[src/rtl/regfile_sb.sv]
// Register bank with two registered read ports, one write port, write-first bypass
// and a per-register scoreboard that stalls reads of registers still awaiting writeback.
module regfile_sb #(
    parameter int DATA_WIDTH     = 16,
    parameter int ADDR_WIDTH     = 3,
    parameter bit ZERO_REG       = 1'b0,
    parameter bit RESET_IDENTITY = 1'b1
) (
    input  logic                       clock,
    input  logic                       reset,
    input  logic                       readEnable,
    input  logic [ADDR_WIDTH-1:0]      rs,
    input  logic [ADDR_WIDTH-1:0]      rt,
    output logic [DATA_WIDTH-1:0]      data1,
    output logic [DATA_WIDTH-1:0]      data2,
    output logic                       stall,
    input  logic                       RegWrite,
    input  logic [ADDR_WIDTH-1:0]      rd,
    input  logic [DATA_WIDTH-1:0]      dataToWrite,
    input  logic                       issueValid,
    input  logic [ADDR_WIDTH-1:0]      issueRd,
    output logic [(2**ADDR_WIDTH)-1:0] pending
);

    localparam int DEPTH = 2**ADDR_WIDTH;

    logic [DATA_WIDTH-1:0] regs [DEPTH];
    logic [DATA_WIDTH-1:0] value1;
    logic [DATA_WIDTH-1:0] value2;
    logic [DEPTH-1:0]      next_pending;
    logic                  write_en;
    logic                  busy1;
    logic                  busy2;

    function automatic logic is_zero(input logic [ADDR_WIDTH-1:0] idx);
        return ZERO_REG && (idx == '0);
    endfunction

    // Read value seen by decode: hardwired zero first, then the in-flight write, then storage.
    function automatic logic [DATA_WIDTH-1:0] read_value(input logic [ADDR_WIDTH-1:0] idx);
        if (is_zero(idx))
            return '0;
        else if (RegWrite && (rd == idx))
            return dataToWrite;
        else
            return regs[idx];
    endfunction

    // A writeback landing this cycle satisfies the dependency on its register.
    function automatic logic is_busy(input logic [ADDR_WIDTH-1:0] idx);
        return pending[idx] && !(RegWrite && (rd == idx));
    endfunction

    always_comb begin
        write_en = RegWrite && !is_zero(rd);
        value1   = read_value(rs);
        value2   = read_value(rt);
        busy1    = is_busy(rs);
        busy2    = is_busy(rt);
        stall    = readEnable && (busy1 || busy2);
    end

    // A new issue outranks a same-cycle writeback so the newer producer stays tracked.
    always_comb begin
        next_pending = pending;
        for (int i = 0; i < DEPTH; i++) begin
            if (issueValid && (issueRd == ADDR_WIDTH'(i)) && !is_zero(issueRd))
                next_pending[i] = 1'b1;
            else if (RegWrite && (rd == ADDR_WIDTH'(i)))
                next_pending[i] = 1'b0;
        end
    end

    always_ff @(posedge clock) begin
        if (reset) begin
            for (int i = 0; i < DEPTH; i++)
                regs[i] <= RESET_IDENTITY ? DATA_WIDTH'(i) : '0;
            pending <= '0;
            data1   <= '0;
            data2   <= '0;
        end else begin
            if (write_en)
                regs[rd] <= dataToWrite;
            if (readEnable && !stall) begin
                data1 <= value1;
                data2 <= value2;
            end
            pending <= next_pending;
        end
    end

endmodule

[config.mk]
export PLATFORM = sky130hd
export DESIGN_NAME = regfile_sb
export DESIGN_NICKNAME = d
export VERILOG_FILES = /design/src/rtl/regfile_sb.sv
export SDC_FILE = /design/constraint.sdc
export NUM_CORES = 1
export LEC_CHECK = 0
export BUFFER_PORTS_ARGS = -buffer_cell sky130_fd_sc_hd__buf_2
export CORE_ASPECT_RATIO = 1.5
export CORE_MARGIN = 5
export CORE_UTILIZATION = 45
export CTS_CLUSTER_SIZE = 10
export DETAILED_ROUTE_END_ITERATION = 10
export GPL_ROUTABILITY_DRIVEN = 0
export MAX_ROUTING_LAYER = met4
export PLACE_DENSITY_LB_ADDON = 0.2
export RECOVER_POWER = 100
export SYNTH_ARGS = -nofsm -noshare
export SYNTH_HDL_FRONTEND = slang
export SYNTH_SLANG_ARGS = --single-unit
[constraint.sdc]
create_clock -name clock -period 2.6 [get_ports clock]
set_clock_uncertainty 0.2 [all_clocks]
set_input_delay 0.52 -clock clock [delete_from_list [all_inputs] [get_ports clock]]
set_output_delay 0.52 -clock clock [all_outputs]
set_load 0.02 [all_outputs]
==> reports/metrics.cfg <==
[route]
drt-initial-drc-count=624
drc=0
drtAntennaViolNets=0
wl_met2_um=16300
drt-total-wl_um=30500
routed.top_layer=met4
viasPerCell=6.75
avgRoutedWirePerCell_um=26.1
vias=7873
met3_length_um=1410
met1Wirelength_um=11700
drt_pass1_iterations=6

[synthesis]
synthAdderAreaFrac=0
yosysTopAreaCellShare=0.372
synth_cells=813
synthTopCellsByArea=edfxtp_1 37%, mux4_2 14%, a41oi_1 8.1%, dfxtp_1 7.7%, and2_1 7.1%
syn_area_per_cell_um2=12.7
synthArstFlopShare=0
synth-seq-area-share=0.449
ys_types=36
yosysTopAreaCell=edfxtp_1
synth_top_family_by_area=compound AO/OA/AOI/OAI gates
yosys_warnings=0
synth-edff-count=128
synth_area_mm2=0.0103
syn-num-nets=846
synthMuxAreaShare=0.184
synth-compound-area-share=0.189
yosys.area_share.simple=0.127
synth-xor-area-share=0.00508
ys_ff_latch=168
ys.flop_type=edfxtp_1

[placement]
hpwl_um=21100
io_buffers=73
placed_area_mm2=0.0114
place_ws_ps=-158

[global_route]
grt_antenna_before_repair=0
track_usage=0.241
grt.overflow.total=0
grt_pass1_vias=8161
grt_pass1_wl_um=47000
grt_start_max_net_pins=57

[setup_path]
crit_path_end_kind=output pin
rr_startpoint=pending[3]$_SDFFE_PP0P_
critPathLaunch=pending[3]$_SDFFE_PP0P_
cp_slowest_cell=mux4_2
reg2reg_to=data2[6]$_SDFFE_PP0P_
critPathTopFamily=multiplexers
slowest_delay_ps=450
crit_cells=5
path_cells=mux4_2 > mux2_4 > a32o_2 > and2_4 > buf_6
crit_path_start_kind=flop
reg2reg_depth=5
cp_max_fo=4
cp.required_ps=1880
worstSetupEndpoint=stall
rrSetupSlack_ps=450
arrival_ps=2070
crit_buf_inv=1
critPathKind=reg2out

[floorplanning]
die_h_um=196
start_util=0.454
coreArea_mm2=0.0228
dieArea_mm2=0.0262
fp-row-count=68
die_w_um=134
num_io_pins=74

[sta]
finalHoldViolCount=0
setup_violations=1
worst_pin_slew_ps=1040
setup_slack_ps=-190
min_period_ps=2790
fin_crit_sh=1.07
rsz0062_at_grt=true
fmax_mhz=358
relSlewSlack=0.304
slew_violations=0

[power]
leakage_nw=3.78
ir_drop_v=0.000503
power_density_mw_per_mm2=606

[cts]
root_buffer=clkbuf_16
clock_path_buffers=2
numCtsBuffers=17
h-tree-depth=4
cts_tree=built
clk_pin_slew_ps=60
cts_sinks=168
clk-insertion-delay-late_ps=440

[finish]
drive_above_1_share=0.277
nFillCells=2017
syn2layout_area_growth_pct=13.6
fin_nets=908
n_antenna_cell=0
design_area_mm2=0.0117

[hold_path]
hold_path_depth=2
hp-class=in2reg

[outcome]
status=complete, but fails checks
violations=negative setup slack

[flow_run]
maxCapViolCount=0

power breakdown:
| part | switching [mW] | total (mW) | internal (mW) |
|---|---|---|---|
| clock network | 1.09 | 2.51 | 1.42 |
| registers | 0.106 | 3.20 | 3.09 |
| logic | 0.848 | 1.41 | 0.558 |
worst reg2reg max path, delay by kind of cell (launching register included):
kind            cells  cell delay (ps)
buf+inv             1              280
mux                 2              730
compound gates      2              510
flops               1              340
cell type report:
type	count	area [um2]	area share
repair buffers	146	951	0.0809
well taps	280	350	0.0298
clock buffers	19	433	0.0368
inverters	7	26.3	0.00224
multi-input cells	535	5190	0.442
clock inverters	12	143	0.0121
flip-flops and latches	168	4650	0.396
kinds of logic after synthesis:
kind of cell | count (synthesis)
simple gates | 217
mux | 103
xor+xnor | 6
flops | 168
compound gates | 209
buf+inv | 110
cells in the mapped netlist, types with 2 or more instances:
| library cell | count |
|---|---|
| a21o_1 | 2 |
| and2_1 | 118 |
| edfxtp_1 | 128 |
| a41oi_1 | 96 |
| or3_1 | 11 |
| o21ai_0 | 2 |
| buf_2 | 17 |
| inv_1 | 7 |
| a22oi_1 | 3 |
| and4_1 | 2 |
| buf_1 | 6 |
| o221ai_1 | 2 |
| nor3_1 | 3 |
| nand2b_1 | 38 |
| a32oi_1 | 33 |
| mux2i_1 | 4 |
| nand4_1 | 2 |
| xnor2_1 | 6 |
| o22ai_1 | 4 |
| clkbuf_1 | 74 |
| mux2_2 | 32 |
| nand3_1 | 3 |
| dfxtp_1 | 40 |
| mux4_2 | 66 |
| o221ai_2 | 30 |
| nor2b_1 | 24 |
| nor2_1 | 11 |
| nand2_1 | 5 |
| o211ai_1 | 32 |
| buf_6 | 4 |
| a31o_2 | 3 |
state kept, by name, summed over array words and instances (netlist names):
signal   count
data2       16
data1       16
regs       128
pending      8
worst min path at each step:
| stage | from | to | slack [ps] |
|---|---|---|---|
| global placement | pending[2]$_SDFFE_PP0P_ | pending[2]$_SDFFE_PP0P_ | 290 |
| finish | issueRd[0] | pending[2]$_SDFFE_PP0P_ | 120 |
| detailed placement | pending[7]$_SDFFE_PP0P_ | pending[7]$_SDFFE_PP0P_ | 300 |
| CTS | issueRd[0] | pending[6]$_SDFFE_PP0P_ | 100 |
| global route | issueRd[0] | pending[2]$_SDFFE_PP0P_ | 110 |
| floorplan | pending[5]$_SDFFE_PP0P_ | pending[5]$_SDFFE_PP0P_ | 360 |
stage by stage:
step           TNS, ps  utilization  instances  hold slack [ps]  power, mW
3_5_place_dp      -158        0.500       1129              304       4.71
5_1_grt           -271        0.515       1167              114       7.39
4_1_cts           -221        0.528       1166              101       7.23
2_1_floorplan        0            -        813              360       4.18
6_report          -190        0.515       1167              119       7.12
3_3_place_gp      -147        0.500       1129              295       4.65
metal layers:
layer  track usage  vias up
met3        0.0410       77
met5             -        -
met2         0.418      288
met4        0.0949        0
li1              -     3463
met1         0.278     4045
cells in the final DEF (no fill, tap or decap), drive strengths merged, types with 5 or more instances in the layout:
cell type,count
dfxtp,40
mux2,33
and2,118
nand2b,38
a32oi,33
nand2,5
buf,80
xnor2,6
mux4,66
o211ai,32
nor2b,24
inv,11
a41oi,96
nor2,11
or3,11
o221ai,32
edfxtp,128
clkbuf,85
what timing repair did:
item	in CTS	in global routing
hold buffers	0	0
setup endpoints to repair	1	1
setup buffers	6	1
gates resized for setup	10	0
gates cloned	0	0
pin swaps	1	1
(Power assumes the default switching activity.)
